### src/rtl/spi_pkg.sv
// spi_pkg
//   Definitions shared by the SPI transfer blocks on the 25 MHz domain:
//   the transfer state encoding and the default framing constants.
package spi_pkg;

    typedef enum logic [2:0] {
        ST_IDLE  = 3'd0,
        ST_SETUP = 3'd1,
        ST_SHIFT = 3'd2,
        ST_HOLD  = 3'd3,
        ST_DONE  = 3'd4
    } spi_state_t;

    localparam int ADC_WORD_BITS    = 24;
    localparam int SPI_CLK_DIV_HALF = 2;
    localparam int ADC_CS_SETUP_CYC = 2;

endpackage

### src/rtl/spi_clk_gen.sv
// spi_clk_gen
//   Mode-0 SCLK generator. While en is high it produces bit periods made of
//   a low phase and a high phase of CLK_DIV_HALF clocks each. While en is low
//   the phase counter is held at reload and sclk is held low.
//
// Ports
//   clk      in   system clock
//   rst_n    in   asynchronous active-low reset
//   en       in   run the generator (first enabled cycle is a low-phase cycle)
//   sclk     out  registered SPI clock
//   sample   out  last cycle of the high phase (receive capture point)
//   bit_end  out  last cycle of the current bit period
module spi_clk_gen
    import spi_pkg::*;
#(
    parameter int CLK_DIV_HALF = SPI_CLK_DIV_HALF
) (
    input  logic clk,
    input  logic rst_n,
    input  logic en,
    output logic sclk,
    output logic sample,
    output logic bit_end
);

    localparam int CNT_W = (CLK_DIV_HALF > 1) ? $clog2(CLK_DIV_HALF) : 1;
    localparam logic [CNT_W-1:0] PHASE_RELOAD = CNT_W'(CLK_DIV_HALF - 1);

    logic [CNT_W-1:0] phase_cnt;
    logic             phase_tc;

    assign phase_tc = (phase_cnt == '0);

    always_ff @(posedge clk or negedge rst_n) begin
        if (!rst_n) begin
            phase_cnt <= PHASE_RELOAD;
            sclk      <= 1'b0;
        end else if (!en) begin
            phase_cnt <= PHASE_RELOAD;
            sclk      <= 1'b0;
        end else if (phase_tc) begin
            phase_cnt <= PHASE_RELOAD;
            sclk      <= ~sclk;
        end else begin
            phase_cnt <= phase_cnt - CNT_W'(1);
        end
    end

    // A bit period is low phase then high phase, so the capture point and the
    // end of the bit fall on the same clock.
    assign sample  = en & sclk & phase_tc;
    assign bit_end = sample;

endmodule

### src/rtl/spi_adc_reader.sv
// spi_adc_reader
//   SPI read master for the front-end ADC. A host start pulse, or a falling
//   edge on the ADC data-ready line while auto_en is set, frames one read:
//   chip select low, setup delay, WORD_BITS mode-0 SCLK periods with
//   MSB-first capture, one hold cycle, then the word is published with a
//   single-cycle rx_valid strobe.
//
// Ports
//   clk25        in   25 MHz system clock
//   reset        in   asynchronous active-low reset (deasserts synchronously)
//   start        in   single-cycle read request
//   auto_en      in   allow adc_drdy falling edges to start reads
//   adc_drdy     in   ADC data-ready, active low, asynchronous
//   spi_din      in   ADC serial data, asynchronous
//   clr_overrun  in   single-cycle clear of the overrun flag
//   spi_sclk     out  SPI clock, idles low
//   adc_cs       out  ADC chip select, active low
//   rx_data      out  last completed word
//   rx_valid     out  one-cycle strobe, rx_data updated in the same cycle
//   busy         out  transfer in progress
//   overrun      out  sticky: a trigger arrived while busy
//
// state | meaning
// ------+---------------------------------------------------------------
// IDLE  | cs high, waiting for a trigger
// SETUP | cs low, CS_SETUP_CYC cycles before the first SCLK low phase
// SHIFT | WORD_BITS SCLK periods, one bit captured at each high-phase end
// HOLD  | one cycle with cs low and sclk low after the last bit
// DONE  | word published, rx_valid high, cs released
module spi_adc_reader
    import spi_pkg::*;
#(
    parameter int WORD_BITS    = ADC_WORD_BITS,
    parameter int CLK_DIV_HALF = SPI_CLK_DIV_HALF,
    parameter int CS_SETUP_CYC = ADC_CS_SETUP_CYC
) (
    input  logic                 clk25,
    input  logic                 reset,
    input  logic                 start,
    input  logic                 auto_en,
    input  logic                 adc_drdy,
    input  logic                 spi_din,
    input  logic                 clr_overrun,
    output logic                 spi_sclk,
    output logic                 adc_cs,
    output logic [WORD_BITS-1:0] rx_data,
    output logic                 rx_valid,
    output logic                 busy,
    output logic                 overrun
);

    localparam int BIT_W   = $clog2(WORD_BITS);
    localparam int SETUP_W = (CS_SETUP_CYC > 1) ? $clog2(CS_SETUP_CYC) : 1;

    // Reset asserts immediately but releases two clocks later, aligned to clk25.
    logic [1:0] rst_sync;
    logic       rst_n;

    always_ff @(posedge clk25 or negedge reset) begin
        if (!reset) begin
            rst_sync <= 2'b00;
        end else begin
            rst_sync <= {rst_sync[0], 1'b1};
        end
    end

    assign rst_n = rst_sync[1];

    // drdy idles high, so the synchronizer resets high to avoid a false edge.
    logic drdy_meta;
    logic drdy_sync;
    logic drdy_prev;
    logic din_q;
    logic drdy_fall;
    logic trig;

    always_ff @(posedge clk25 or negedge rst_n) begin
        if (!rst_n) begin
            drdy_meta <= 1'b1;
            drdy_sync <= 1'b1;
            drdy_prev <= 1'b1;
            din_q     <= 1'b0;
        end else begin
            drdy_meta <= adc_drdy;
            drdy_sync <= drdy_meta;
            drdy_prev <= drdy_sync;
            din_q     <= spi_din;
        end
    end

    assign drdy_fall = auto_en & drdy_prev & ~drdy_sync;
    assign trig      = start | drdy_fall;

    logic clk_en;
    logic sample;
    logic bit_end;

    spi_state_t           state;
    logic [SETUP_W-1:0]   setup_cnt;
    logic [BIT_W-1:0]     bit_cnt;
    logic [WORD_BITS-1:0] shreg;

    assign clk_en = (state == ST_SHIFT);

    spi_clk_gen #(
        .CLK_DIV_HALF(CLK_DIV_HALF)
    ) u_clk_gen (
        .clk     (clk25),
        .rst_n   (rst_n),
        .en      (clk_en),
        .sclk    (spi_sclk),
        .sample  (sample),
        .bit_end (bit_end)
    );

    always_ff @(posedge clk25 or negedge rst_n) begin
        if (!rst_n) begin
            state     <= ST_IDLE;
            setup_cnt <= '0;
            bit_cnt   <= '0;
            shreg     <= '0;
            rx_data   <= '0;
            rx_valid  <= 1'b0;
            busy      <= 1'b0;
            adc_cs    <= 1'b1;
        end else begin
            rx_valid <= 1'b0;
            case (state)
                ST_IDLE: begin
                    if (trig) begin
                        state     <= ST_SETUP;
                        setup_cnt <= SETUP_W'(CS_SETUP_CYC - 1);
                        shreg     <= '0;
                        busy      <= 1'b1;
                        adc_cs    <= 1'b0;
                    end
                end
                ST_SETUP: begin
                    if (setup_cnt == '0) begin
                        state   <= ST_SHIFT;
                        bit_cnt <= BIT_W'(WORD_BITS - 1);
                    end else begin
                        setup_cnt <= setup_cnt - SETUP_W'(1);
                    end
                end
                ST_SHIFT: begin
                    if (sample) begin
                        shreg <= {shreg[WORD_BITS-2:0], din_q};
                    end
                    if (bit_end) begin
                        if (bit_cnt == '0) begin
                            state <= ST_HOLD;
                        end else begin
                            bit_cnt <= bit_cnt - BIT_W'(1);
                        end
                    end
                end
                ST_HOLD: begin
                    state    <= ST_DONE;
                    rx_data  <= shreg;
                    rx_valid <= 1'b1;
                    adc_cs   <= 1'b1;
                end
                ST_DONE: begin
                    state <= ST_IDLE;
                    busy  <= 1'b0;
                end
                default: begin
                    state  <= ST_IDLE;
                    busy   <= 1'b0;
                    adc_cs <= 1'b1;
                end
            endcase
        end
    end

    // Set has priority over clear when both land in the same cycle.
    always_ff @(posedge clk25 or negedge rst_n) begin
        if (!rst_n) begin
            overrun <= 1'b0;
        end else if (trig && busy) begin
            overrun <= 1'b1;
        end else if (clr_overrun) begin
            overrun <= 1'b0;
        end
    end

endmodule

### config.mk
export PLATFORM = sky130hd
export DESIGN_NAME = spi_adc_reader
export DESIGN_NICKNAME = d
export VERILOG_FILES = /design/src/rtl/spi_pkg.sv /design/src/rtl/spi_clk_gen.sv /design/src/rtl/spi_adc_reader.sv
export SDC_FILE = /design/constraint.sdc
export NUM_CORES = 1
export LEC_CHECK = 0
export CORE_MARGIN = 2
export CORE_UTILIZATION = 40
export DETAILED_ROUTE_END_ITERATION = 16
export GPL_ROUTABILITY_DRIVEN = 1
export SETUP_SLACK_MARGIN = 0.02
export SYNTH_ARGS = -nofsm -noshare
export SYNTH_HDL_FRONTEND = slang
export SYNTH_SLANG_ARGS = --single-unit
### constraint.sdc
create_clock -name clk25 -period 4.7 [get_ports clk25]
set_clock_uncertainty 0.2 [all_clocks]
set_input_delay 0.705 -clock clk25 [delete_from_list [all_inputs] [get_ports clk25]]
set_output_delay 0.705 -clock clk25 [all_outputs]
set_load 0.01 [all_outputs]
==> metrics.yaml <==
global_routing:
  antenna_found_initial: 0
  first_global_vias: 1690
  grt_first_pass_wirelength_um: 8240
  grt_max_degree: 68
  gr-total-overflow: 0
  grt.total_usage_pct: 14.0
sta:
  fin_crit_ns: 2.57
  final_max_slew_viol_count: 0
  worst_slack_ns: 2.13
  timing.final.crit_share_pct: 54.8
  setup_viol: 0
  fmaxAchievable_mhz: 388
  final-hold-violation-count: 0
  rsz0062_at_grt: "false"
  hold_ws_ns: 0.156
  max_slew_margin_pct: 31.8
  worst_pin_slew_ns: 1.02
  tns_ns: 0
critical_path:
  slowest_stage: "o31ai_2"
  cp-start-kind: "input port"
  worstPathArrival_ns: 2.65
  path_max_fanout: 14
  critical_path_class: "in -> reg"
  cp_cell_sequence: "clkdlybuf4s50_1 > and3b_1 > o31ai_2 > a21o_1 > a22o_1"
  rr_worst_depth: 4
  path_delay_family: "compound AO/OA/AOI/OAI gates"
  required_ns: 4.78
  worstSetupEndpointType: "register"
  r2r_slack_ns: 2.34
  reg2reg_from: "drdy_sync$_DFF_PN1_"
  worst_path_largest_cell_delay_ns: 0.82
  r2r_end: "shreg[1]$_DFFE_PN0P_"
  crit_buf_inv: 1
power_and_ir_drop:
  internal_power_mw: 1.15
  seqPwrFrac_pct: 47.9
  power_frac_comb_pct: 23.8
  peakVddDrop_v: 0.000272
  clkPwrFrac_pct: 28.3
  leakage_nw: 1.55
  swShare_pct: 32.3
  p_sw_uw: 548
  p_per_area_nw_per_um2: 494
clock_tree:
  cts_inserted_buffers: 9
  clk_pin_slew_ns: 0.07
  cts_root_buf: "clkbuf_8"
  cts_sinks: 69
  cts_buffer_depth: 2
  cts_resized: 0
  cts_setup_buffers: 0
  clkLatencyLatePin_ns: 0.35
  ctsHoldBuffers: 0
  cts_tree: "done"
  h-tree-depth: 3
yosys:
  synthTopCellsByArea: "dfrtp_1, mux2_4, dfstp_2"
  syn_area_um2: 2840
  synth_top_area_share_pct: 56.4
  yosys.area.top_type: "dfrtp_1"
  synth_top_family_by_area: "compound AO/OA/AOI/OAI gates"
  synth_warnings: 0
  synth.distinct_cells: 41
  synth_fa_ha_area_share_pct: 0.441
  synthFlopType: "dfrtp_1"
  yosys.area_share.simple_pct: 8.81
  synth_nets: 224
  yosysMostFrequentCell: "dfrtp_1"
  yosys-top-cells-count: "dfrtp_1, nand2_1, o21ai_0"
  yosysSeqAreaShare_pct: 61.0
  avgSynthCellArea_um2: 13.1
  synthArstFlopShare_pct: 100
  synth-compound-area-share_pct: 14.8
  synthXorXnorAreaFrac_pct: 0.308
  syn-instance-count: 216
  synth_edf_count: 0
  synthMuxAreaShare_pct: 10.8
  ys_seq_elements: 69
drt:
  wire_per_inst_um: 13.4
  routed_wirelength_um: 4730
  via_per_inst: 4.88
  drt_iter0_drc: 87
  dr.pass1.iters: 4
  antenna_left: 0
  drc: 0
  num_vias: 1723
die:
  placementRows: 30
  die_w_um: 88.3
  ios: 36
  start_util_pct: 41.6
  die_y_um: 88.3
  core_um2: 6830
  die_area_um2: 7790
place:
  pre_cts_slack_ns: 1.75
  port_buffers: 35
  gp_congestion: 0.761
  place_hpwl_um: 2970
  placement.cell_area_um2: 3240
final_layout:
  drive_gt1_share_pct: 20.6
  layout-area-overhead-vs-synth_pct: 21.0
  diodes: 0
  finalNetCount: 260
  final_area_um2: 3440
worst_hold_path:
  min_from: "rst_sync[0]$_DFF_PN0_"
  hold_class: "reg -> reg"
  hold_path_end: "rst_sync[1]$_DFF_PN0_"
  hold_path_depth: 0
flow_run:
  max_cap_violations: 0
status:
  status: "finished clean"
[power by group through the flow]
stage	registers [mW]	logic (mW)	clock network, mW
4_1_cts	0.814	0.410	0.495
6_report	0.813	0.403	0.480
5_1_grt	0.835	0.453	0.521
3_5_place_dp	0.825	0.408	0
3_3_place_gp	0.823	0.402	0
2_1_floorplan	0.807	0.307	0
[worst max path at each step]
| stage | startpoint | endpoint | slack [ns] | cells past startpoint |
|---|---|---|---|---|
| CTS | auto_en | shreg[1]$_DFFE_PN0P_ | 2.12 | 5 |
| global route | auto_en | shreg[3]$_DFFE_PN0P_ | 1.97 | 5 |
| global placement | auto_en | shreg[6]$_DFFE_PN0P_ | 1.80 | 5 |
| detailed placement | auto_en | shreg[0]$_DFFE_PN0P_ | 1.75 | 5 |
| finish | auto_en | shreg[1]$_DFFE_PN0P_ | 2.13 | 5 |
| floorplan | rst_sync[1]$_DFF_PN0_ | bit_cnt[0]$_DFFE_PN0P_ | 2.45 | 0 |
[per-layer routing]
metal,GRT usage [%],wire (µm)
met5,0,0
met4,7.85,78
met3,3.36,155
met2,19.8,2140
met1,20.0,2350
[cells by family (layout without fill, tap and decap cells)]
kind of cell,after synthesis,after routing
fa+ha+maj,1,1
xor+xnor,1,1
mux,24,24
buf+inv,17,58
flops,69,69
simple gates,45,45
other cells,1,1
compound gates,58,58
[cell usage in the layout (no fill, tap or decap), types with 2 or more instances in the layout]
cell type and instances:
dfrtp_1 63, clkdlybuf4s50_1 35, nand2_1 19, o21ai_0 16, a22oi_1 13, nor2_1 12, a22o_1 11, mux2_4 10
clkbuf_8 9, mux2_1 8, a21oi_1 7, inv_1 6, mux2_2 6, dfstp_2 5, clkinvlp_4 3, nand2b_1 2
or3b_4 2, o31ai_2 2, o21a_1 2
[final cells by class]
type / count / area [µm²]
Multi-Input combinational cell: 130 / 1000
Clock buffer: 9 / 124
Sequential cell: 69 / 1730
Timing Repair Buffer: 36 / 358
Clock inverter: 7 / 75.1
Tap cell: 96 / 120
Fill cell: 613 / 3400
Inverter: 6 / 22.5
[per-stage QoR]
step,utilization [%],std cells,total power [mW]
floorplan,-,216,1.11
global placement,47.4,337,1.23
detailed placement,47.4,337,1.23
CTS,50.3,353,1.72
global route,50.3,353,1.81
finish,50.3,353,1.70
[flip-flops by register name, summed over array words and instances, names as in the netlist, 2 cells and up]
signal	count
rx_data	24
rst_sync	2
state	3
shreg	24
bit_cnt	5
No activity file was read; power rests on OpenSTA's default activity.
